`src/rtl/vcd_cap_pkg.sv`:
```
// Shared record encodings and pack/unpack helpers for the value-change recorder.
// Records are laid out as {kind, time, value}, most significant field first.
package vcd_cap_pkg;

   typedef enum logic [1:0] {
      KIND_CHANGE = 2'd0,
      KIND_SNAP   = 2'd1,
      KIND_OFF    = 2'd2,
      KIND_RESYNC = 2'd3
   } kind_t;

   typedef enum logic {
      ST_NORMAL = 1'b0,
      ST_LOST   = 1'b1
   } ovf_state_t;

   localparam int DEF_WIDTH = 3;
   localparam int DEF_TS_W  = 16;
   localparam int REC_W     = 2 + DEF_TS_W + DEF_WIDTH;
   localparam int REC_MAX_W = 64;

   function automatic int rec_width(input int width, input int ts_w);
      return 2 + ts_w + width;
   endfunction

   function automatic logic [REC_MAX_W-1:0] field_mask(input int w);
      return (w >= REC_MAX_W) ? '1 : ((64'd1 << w) - 64'd1);
   endfunction

   // Helpers work on a 64-bit carrier so any WIDTH/TS_W combination up to 64 bits fits.
   function automatic logic [REC_MAX_W-1:0] pack_rec(input kind_t kind,
                                                      input logic [REC_MAX_W-1:0] time_v,
                                                      input logic [REC_MAX_W-1:0] value,
                                                      input int ts_w, input int width);
      return ({62'd0, kind} << (ts_w + width))
           | ((time_v & field_mask(ts_w)) << width)
           | (value & field_mask(width));
   endfunction

   function automatic kind_t unpack_kind(input logic [REC_MAX_W-1:0] rec,
                                         input int ts_w, input int width);
      logic [REC_MAX_W-1:0] sh;
      sh = rec >> (ts_w + width);
      return kind_t'(sh[1:0]);
   endfunction

   function automatic logic [REC_MAX_W-1:0] unpack_time(input logic [REC_MAX_W-1:0] rec,
                                                        input int ts_w, input int width);
      return (rec >> width) & field_mask(ts_w);
   endfunction

   function automatic logic [REC_MAX_W-1:0] unpack_value(input logic [REC_MAX_W-1:0] rec,
                                                         input int width);
      return rec & field_mask(width);
   endfunction

endpackage

```
`src/rtl/vcd_change_capture_fifo.sv`:
```
// Synchronous record FIFO with combinational head read; push is accepted when full
// provided a pop happens on the same edge.
module capture_fifo #(
   parameter int W     = 21,
   parameter int DEPTH = 8
) (
   input  logic         clk,
   input  logic         rst,
   input  logic         push,
   input  logic [W-1:0] din,
   input  logic         pop,
   output logic [W-1:0] dout,
   output logic         full,
   output logic         empty
);
   localparam int AW = (DEPTH > 1) ? $clog2(DEPTH) : 1;

   logic [W-1:0]  mem [DEPTH];
   logic [AW-1:0] wr_ptr_reg;
   logic [AW-1:0] rd_ptr_reg;
   logic [AW:0]   count_reg;
   logic          do_push;
   logic          do_pop;

   assign empty   = (count_reg == '0);
   assign full    = (count_reg == (AW+1)'(DEPTH));
   assign do_pop  = pop && !empty;
   assign do_push = push && (!full || do_pop);
   assign dout    = mem[rd_ptr_reg];

   always_ff @(posedge clk) begin
      if (do_push) begin
         mem[wr_ptr_reg] <= din;
      end
   end

   always_ff @(posedge clk) begin
      if (rst) begin
         wr_ptr_reg <= '0;
         rd_ptr_reg <= '0;
         count_reg  <= '0;
      end else begin
         if (do_push) wr_ptr_reg <= wr_ptr_reg + 1'b1;
         if (do_pop)  rd_ptr_reg <= rd_ptr_reg + 1'b1;
         case ({do_push, do_pop})
            2'b10:   count_reg <= count_reg + 1'b1;
            2'b01:   count_reg <= count_reg - 1'b1;
            default: count_reg <= count_reg;
         endcase
      end
   end

endmodule

```
`src/rtl/vcd_change_capture.sv`:
```
// Timestamped value-change recorder: picks at most one record per edge, queues it,
// and tracks lost records with a NORMAL/LOST recovery machine.
module vcd_change_capture
   import vcd_cap_pkg::*;
#(
   parameter int WIDTH = 3,
   parameter int TS_W  = 16,
   parameter int DEPTH = 8
) (
   input  logic             clk,
   input  logic             rst,
   input  logic [WIDTH-1:0] probe,
   input  logic             dump_on,
   input  logic             dump_off,
   input  logic             dump_all,
   output logic             out_valid,
   input  logic             out_ready,
   output logic [1:0]       out_kind,
   output logic [TS_W-1:0]  out_time,
   output logic [WIDTH-1:0] out_value,
   output logic             enabled,
   output logic             overflow,
   output logic [7:0]       drop_cnt
);
   localparam int LREC_W = rec_width(WIDTH, TS_W);

   logic [TS_W-1:0]   ts_reg;
   logic [WIDTH-1:0]  prev_reg;
   logic              enabled_reg;
   logic              overflow_reg;
   logic [7:0]        drop_cnt_reg;
   ovf_state_t        state_reg;

   logic              cand_valid;
   kind_t             cand_kind;
   logic              enabled_next;
   logic              push;
   kind_t             push_kind;
   logic              drop;
   ovf_state_t        state_next;

   logic              fifo_full;
   logic              fifo_empty;
   logic              pop;
   logic              space;
   logic [LREC_W-1:0] push_rec;
   logic [LREC_W-1:0] head_rec;

   assign pop   = out_ready && !fifo_empty;
   assign space = !fifo_full || pop;

   // Candidate selection: pulses outrank a plain change, dump_on outranks dump_off.
   always_comb begin
      cand_valid   = 1'b0;
      cand_kind    = KIND_CHANGE;
      enabled_next = enabled_reg;
      if (dump_on) begin
         cand_valid   = 1'b1;
         cand_kind    = KIND_SNAP;
         enabled_next = 1'b1;
      end else if (dump_off && enabled_reg) begin
         cand_valid   = 1'b1;
         cand_kind    = KIND_OFF;
         enabled_next = 1'b0;
      end else if (dump_all && enabled_reg) begin
         cand_valid   = 1'b1;
         cand_kind    = KIND_SNAP;
      end else if (enabled_reg && (probe != prev_reg)) begin
         cand_valid   = 1'b1;
         cand_kind    = KIND_CHANGE;
      end
   end

   always_comb begin
      push       = 1'b0;
      push_kind  = cand_kind;
      drop       = 1'b0;
      state_next = state_reg;
      case (state_reg)
         ST_NORMAL: begin
            if (cand_valid) begin
               if (space) begin
                  push = 1'b1;
               end else begin
                  drop       = 1'b1;
                  state_next = ST_LOST;
               end
            end
         end
         default: begin
            // Recovery marker takes the slot of whatever candidate arrived, except OFF.
            if (space && enabled_reg) begin
               push       = 1'b1;
               push_kind  = (cand_valid && cand_kind == KIND_OFF) ? KIND_OFF : KIND_RESYNC;
               state_next = ST_NORMAL;
            end else if (cand_valid) begin
               drop = 1'b1;
            end
         end
      endcase
   end

   assign push_rec = LREC_W'(pack_rec(push_kind, 64'(ts_reg), 64'(probe), TS_W, WIDTH));

   always_ff @(posedge clk) begin
      if (rst) begin
         ts_reg       <= '0;
         prev_reg     <= probe;
         enabled_reg  <= 1'b1;
         overflow_reg <= 1'b0;
         drop_cnt_reg <= '0;
         state_reg    <= ST_NORMAL;
      end else begin
         ts_reg      <= ts_reg + 1'b1;
         prev_reg    <= probe;
         enabled_reg <= enabled_next;
         state_reg   <= state_next;
         if (drop) begin
            overflow_reg <= 1'b1;
            if (drop_cnt_reg != 8'hFF) drop_cnt_reg <= drop_cnt_reg + 1'b1;
         end
      end
   end

   capture_fifo #(
      .W     (LREC_W),
      .DEPTH (DEPTH)
   ) u_fifo (
      .clk   (clk),
      .rst   (rst),
      .push  (push),
      .din   (push_rec),
      .pop   (pop),
      .dout  (head_rec),
      .full  (fifo_full),
      .empty (fifo_empty)
   );

   // Stale RAM contents never leak out: fields read as zero while the queue is empty.
   assign out_valid = !fifo_empty;
   assign out_kind  = out_valid ? unpack_kind(64'(head_rec), TS_W, WIDTH) : KIND_CHANGE;
   assign out_time  = out_valid ? TS_W'(unpack_time(64'(head_rec), TS_W, WIDTH)) : '0;
   assign out_value = out_valid ? WIDTH'(unpack_value(64'(head_rec), WIDTH)) : '0;
   assign enabled   = enabled_reg;
   assign overflow  = overflow_reg;
   assign drop_cnt  = drop_cnt_reg;

endmodule

```
`config.mk`:
```
export PLATFORM = sky130hd
export DESIGN_NAME = vcd_change_capture
export DESIGN_NICKNAME = d
export VERILOG_FILES = /design/src/rtl/vcd_cap_pkg.sv /design/src/rtl/vcd_change_capture_fifo.sv /design/src/rtl/vcd_change_capture.sv
export SDC_FILE = /design/constraint.sdc
export NUM_CORES = 1
export LEC_CHECK = 0
export CAP_MARGIN = 10
export CORE_ASPECT_RATIO = 1.1
export CORE_MARGIN = 2
export CORE_UTILIZATION = 50
export CTS_CLUSTER_DIAMETER = 40
export DETAILED_ROUTE_END_ITERATION = 10
export GPL_ROUTABILITY_DRIVEN = 0
export PLACE_DENSITY = 0.68
export SYNTH_ARGS = -nofsm -noshare
export SYNTH_HDL_FRONTEND = slang
export SYNTH_HIERARCHICAL = 1
export SYNTH_SLANG_ARGS = --single-unit
```
`constraint.sdc`:
```
create_clock -name clk -period 5.9 [get_ports clk]
set_clock_uncertainty 0.05 [all_clocks]
set_input_delay 1.77 -clock clk [delete_from_list [all_inputs] [get_ports clk]]
set_output_delay 1.77 -clock clk [all_outputs]
set_load 0.02 [all_outputs]
```
---- Yosys cells after proc, flatten, opt, wreduce, memory -nomap -nowiden ----
Memory sizes are Yosys's and may differ from the RTL's. A register that Yosys moved wholly into a read port is not among the register bits.
Cells that the tools add are included.
word-level totals
  flip-flop bits (word level) ............. 40
  bits in latches ......................... 0
  bits in writable memories ............... 168
  ROM bits ................................ 0
  input port bits ......................... 9
  word-level logic and storage cells ...... 69
  memories kept ........................... 1
memory list
  name        words  bits a word  read ports  clocked after Yosys merged registers in  write ports  line                           RTL
  u_fifo.mem  8      21           1           1                                        1            vcd_change_capture_fifo.sv:18  logic [W-1:0] mem [DEPTH];
cells by class
  add/sub/neg operators ................... 6
  multiply operators ...................... 0
  divide/modulo/power cells ............... 0
  $lt $le $gt $ge ......................... 0
  eq/ne operators ......................... 6
  shift operators ......................... 0
  multiplexer cells ....................... 29
  bitwise gates (word level) .............. 2
  reduce and logical (&&, ||, !) cells .... 16
operators by type and width
  operator                                                               count
  21-bit by 19-bit bitwise OR with 21-bit output                         1
  21-bit by 3-bit bitwise OR with 21-bit output                          1
  1-bit 2-to-1 mux                                                       19
  16-bit by 1-bit adder with 16-bit output, second input constant        1
  16-bit 2-to-1 mux                                                      1
  2-bit 2-to-1 mux                                                       5
  3-bit 2-to-1 mux                                                       3
  8-bit by 1-bit adder with 8-bit output, second input constant          1
  1-bit logical AND                                                      8
  8-bit inequality test, second input constant                           1
  4-bit case mux with 2 select lines                                     1
  3-bit by 1-bit adder with 3-bit output, second input constant          2
  4-bit by 1-bit adder with 4-bit output, second input constant          1
  2-bit equality test, second input constant                             2
  4-bit equality test, second input constant                             1
  4-bit zero test                                                        1
  4-bit by 1-bit subtractor with 4-bit output, second input constant     1
  3-bit inequality test                                                  1
  2-bit by 1-bit equality test with 1-bit output, second input constant  1
  1-bit zero test                                                        2
  1-bit logical OR                                                       2
  2-bit AND reduction                                                    1
  2-bit nonzero test                                                     1
  2-bit OR reduction                                                     1

---- Logic depth before layout (Yosys ltp) ----
  depth in word-level cells ............... 12
  mapped depth ............................ 14

---- Modules after synthesis ----
Netlist, hierarchy kept.
modules (own cells, without submodules)
  module              instances  cells each  area each (sq um)  sequential area each (sq um)
  capture_fifo        1          326         7234.4             5305.1
  vcd_change_capture  1          171         1430.1             600.6

---- Least setup slack after synthesis ----
Ideal clock, no wire load.
  path kind ............................... input-to-reg
  start ................................... input port out_ready
  end ..................................... memory u_fifo.mem[0][0], enable pin
  setup time .............................. 0.452 ns
  arrival time ............................ 4.811 ns
  setup slack ............................. 0.587 ns
  cell stages on the path ................. 6
  buffers on the path ..................... 1
  cell sequence ........................... or2b_2 -> a22oi_2 -> nor2b_1 -> buf_2 -> o21ai_4 -> nor4_1
between the ends
  cells in the longest elaborated chain, start to end .. 8
  elaborated cells between the ends (all ways) .. 12
RTL lines
  item                                                          line                                                RTL
  start, declared                                               vcd_change_capture.sv:17                            input logic out_ready,
  1-bit logical AND (*)                                         vcd_change_capture.sv:49                            assign pop = out_ready && !fifo_empty;
  1-bit logical OR (*)                                          vcd_change_capture.sv:50                            assign space = !fifo_full || pop;
  1-bit 2-to-1 mux / 1-bit logical AND (equally long branches)  vcd_change_capture.sv:82, vcd_change_capture.sv:92
  1-bit 2-to-1 mux (on tied branches)                           vcd_change_capture.sv:81, vcd_change_capture.sv:92
  1-bit 2-to-1 mux (*)                                          vcd_change_capture.sv:79                            case (state_reg)
  via push                                                      vcd_change_capture.sv:37                            logic push;
  1-bit logical AND (*)                                         vcd_change_capture_fifo.sv:28                       assign do_push = push && (!full || do_pop);
  1-bit 2-to-1 mux (*)                                          vcd_change_capture_fifo.sv:32                       if (do_push) begin
  1-bit 2-to-1 mux (not written as such) (*)                    vcd_change_capture_fifo.sv:33                       mem[wr_ptr_reg] <= din;
  end, declared                                                 vcd_change_capture_fifo.sv:18
Mark *: on every way through the listed nets, which the timed path passes. The rest lies on a longest branch.

==> flow_summary.json <==
{
  "run_status": "completed",
  "finalSetupViolations": 0,
  "worst_path_largest_cell_delay_ps": 630,
  "setup-tns-final_ps": 0,
  "cap_viol_max_count": 0,
  "dieArea_um2": 18400,
  "worst_hold_path_type": "reg -> reg",
  "maxSlewViolCount": 0,
  "detailedPlacementHpwl_mm": 9.771,
  "synthDistinctLibCells": 50,
  "grt_setup_unrepaired": "false",
  "ys_async_sr_fraction_pct": 0,
  "total_leakage_power_nw": 3.510,
  "power_density_nw_per_um2": 428.4,
  "cts_num_sinks": 211,
  "min_period_ps": 5106,
  "largest_reg_flops": 168,
  "drt_pre_antenna_iters": 5,
  "initial_core_util_pct": 50.92,
  "detailedRoute.firstIterationViolations": 336,
  "crit_buf_inv": 2,
  "maxSlewHeadroom_pct": 29.82,
  "grt_antenna_before_repair": 0,
  "n_antenna_cell": 0,
  "finalHoldViolations": 0,
  "worst_skew_pair_later_pin_latency_ps": 510,
  "first_pass_grt_wire_length_mm": 25.85,
  "drt-wirelength-per-cell_um": 19.98,
  "cts.htree.levels": 1,
  "clock_path_buffers": 3,
  "fmax_mhz": 195.9,
  "overall_routed_net_length_mm": 16.29,
  "cp.arrival_ps": 3290,
  "horiz_die_dim_um": 129.5,
  "critical-path-slowest-cell": "sky130_fd_sc_hd__mux4_1",
  "cts-buffers-inserted": 26,
  "first_global_vias": 4674,
  "floorplan.die.height_um": 142.1,
  "syn-instance-count": 497,
  "cts_root_buf": "sky130_fd_sc_hd__clkbuf_16",
  "cp_top_family": "buffers and inverters",
  "globalRoute.totalOverflow": 0,
  "remaining_drc_errors": 0,
  "yosys_warnings": 6,
  "timing_worst_slew_pin_value_ps": 1052,
  "post-route-util_pct": 60.02,
  "ys_ff_latch": 211,
  "clkSlewWorstSetupHoldPaths_ps": 50,
  "postCtsSetupBuffers": 0,
  "cells_traversed_along_the_worst_timing_path": "buf_4 -> mux4_1 -> mux2_2 -> nor2b_1 -> clkdlybuf4s50_1",
  "vdd_drop_max_v": 0.0002894,
  "num-fill-cells": 1276,
  "via_count": 4544,
  "grt_start_max_net_pins": 43,
  "synth_nets": 513,
  "crit_path_max_fanout": 32,
  "floorplan.io_pins": 41,
  "area_growth_pct": 17.88,
  "timing.critical_path.to_type": "output port",
  "timing.final.crit_share_pct": 86.54,
  "cts.repair.resized": 0,
  "critical_path_class": "reg -> out",
  "antenna_violating_nets_post_route": 0,
  "post_route_cells_drive_above_1_share_pct": 17.21,
  "grt_usage_pct": 18.62,
  "numPortBuffers": 40,
  "postCtsHoldBufs": 0,
  "cts_tree": "done",
  "synth_enable_flop_cells": 168,
  "core_region_area_um2": 17020,
  "vias_per_cell": 5.575,
  "start_kind": "flip-flop",
  "postSynthAreaPerCell_um2": 17.43,
  "most_used_dff_post_synth": "sky130_fd_sc_hd__edfxtp_1",
  "critical_path_required_ps": 4080,
  "rows": 50,
  "synth-seq-area-share_pct": 68.16,
  "post_synth_instance_area_um2": 8665,
  "nets": 578
}
-- stage by stage --
stage,cell area (µm²),instances,hold WS [ps],power [mW],setup WS [ps]
2_1_floorplan,8665,497,434.7,2.562,586.9
5_1_grt,10210,815,476.8,4.563,656.8
3_5_place_dp,9371,768,412.9,2.900,835.4
6_report,10210,815,429.2,4.376,794.2
4_1_cts,10210,815,432.6,4.427,752.0
3_3_place_gp,9371,768,404.4,2.874,1050
-- tightest hold or removal path, delay by kind of cell (launching register included) --
family,cells,cell delay (ps)
flip-flops,1,330
AND/OR/NAND/NOR,2,120
-- cell usage in the layout, fill, tap and decap left out, types with 2 or more instances in the layout --
cell type,instances
sky130_fd_sc_hd__o31ai_1,3
sky130_fd_sc_hd__nor2b_1,21
sky130_fd_sc_hd__nand3_1,12
sky130_fd_sc_hd__xnor2_1,8
sky130_fd_sc_hd__mux4_2,3
sky130_fd_sc_hd__clkinv_2,5
sky130_fd_sc_hd__or3_1,8
sky130_fd_sc_hd__nor3_2,4
sky130_fd_sc_hd__mux2_2,21
sky130_fd_sc_hd__nand4_1,4
sky130_fd_sc_hd__and2b_1,2
sky130_fd_sc_hd__and3_1,2
sky130_fd_sc_hd__nor2_1,35
sky130_fd_sc_hd__clkbuf_1,3
sky130_fd_sc_hd__a211oi_1,2
sky130_fd_sc_hd__clkinv_1,3
sky130_fd_sc_hd__or4_1,2
sky130_fd_sc_hd__clkbuf_16,27
sky130_fd_sc_hd__o21ai_0,6
sky130_fd_sc_hd__nand2b_1,4
sky130_fd_sc_hd__dfxtp_1,42
sky130_fd_sc_hd__mux4_1,39
sky130_fd_sc_hd__nor2_2,4
sky130_fd_sc_hd__nor3_1,5
sky130_fd_sc_hd__inv_6,3
sky130_fd_sc_hd__o21bai_1,3
sky130_fd_sc_hd__xor2_1,15
sky130_fd_sc_hd__clkinv_4,2
sky130_fd_sc_hd__clkdlybuf4s50_1,40
sky130_fd_sc_hd__bufinv_16,2
sky130_fd_sc_hd__clkinvlp_4,2
sky130_fd_sc_hd__buf_4,19
sky130_fd_sc_hd__mux2i_1,4
sky130_fd_sc_hd__a21oi_1,12
sky130_fd_sc_hd__ha_1,6
sky130_fd_sc_hd__o211ai_1,3
sky130_fd_sc_hd__nand2_1,11
sky130_fd_sc_hd__inv_1,8
sky130_fd_sc_hd__edfxtp_1,168
-- path summary, 6_finish.rpt --
path                        from                  end  slack (ps)  cells after the start
max                    flip-flop          out_kind[0]         790                      5
min                     overflow             overflow         430                      2
max reg2reg  u_fifo/count_reg[1]  u_fifo/count_reg[3]        1780                     13
min reg2reg             overflow             overflow         430                      2
-- final cells by class --
cell class / count / area (µm²) / area share (%)
Sequential cell: 211 / 5907 / 57.83
Multi-Input combinational cell: 256 / 2599 / 25.44
Clock buffer: 30 / 686.9 / 6.726
Timing Repair Buffer: 59 / 543.0 / 5.317
Tap cell: 234 / 292.8 / 2.867
Clock inverter: 17 / 155.1 / 1.519
Inverter: 8 / 30.03 / 0.2940
-- cell usage after synthesis (6+ instances only) --
cell | instances | share of area [%]
sky130_fd_sc_hd__dfxtp_1 | 43 | 9.9
sky130_fd_sc_hd__xnor2_1 | 8 | 0.81
sky130_fd_sc_hd__nor2_1 | 39 | 1.7
sky130_fd_sc_hd__a21oi_1 | 12 | 0.69
sky130_fd_sc_hd__inv_1 | 8 | 0.35
sky130_fd_sc_hd__nand3_1 | 12 | 0.69
sky130_fd_sc_hd__nor3_1 | 9 | 0.52
sky130_fd_sc_hd__edfxtp_1 | 168 | 58
sky130_fd_sc_hd__ha_1 | 6 | 0.87
sky130_fd_sc_hd__mux4_1 | 39 | 12
sky130_fd_sc_hd__mux2_2 | 21 | 2.7
sky130_fd_sc_hd__xor2_1 | 15 | 1.5
sky130_fd_sc_hd__or3_1 | 8 | 0.58
sky130_fd_sc_hd__o21ai_0 | 6 | 0.35
sky130_fd_sc_hd__clkbuf_1 | 11 | 0.48
sky130_fd_sc_hd__nand2_1 | 11 | 0.48
sky130_fd_sc_hd__nor2b_1 | 21 | 1.5
-- metal layers --
layer / vias up / global-route usage, % / wire [µm]
met5: - / 0 / 0
met4: 0 / 4.867 / 235
met3: 19 / 2.782 / 933
met2: 142 / 31.47 / 8164
met1: 2285 / 25.56 / 6951
li1: 2098 / - / -
-- logic make-up after synthesis --
family          share of synthesized area [%]
mux                                     15.80
simple gates                            7.509
fa+ha+maj                               1.097
xor+xnor                                2.325
buf+inv                                 2.267
flops                                   68.16
compound gates                          2.845
-- where the power goes --
part | switching [mW] | total (mW) | internal, mW
Clock | 0.594 | 1.52 | 0.927
Sequential | 0.0714 | 1.84 | 1.77
Combinational | 0.519 | 1.02 | 0.497
Note: power is estimated with default switching activity, not from simulation.
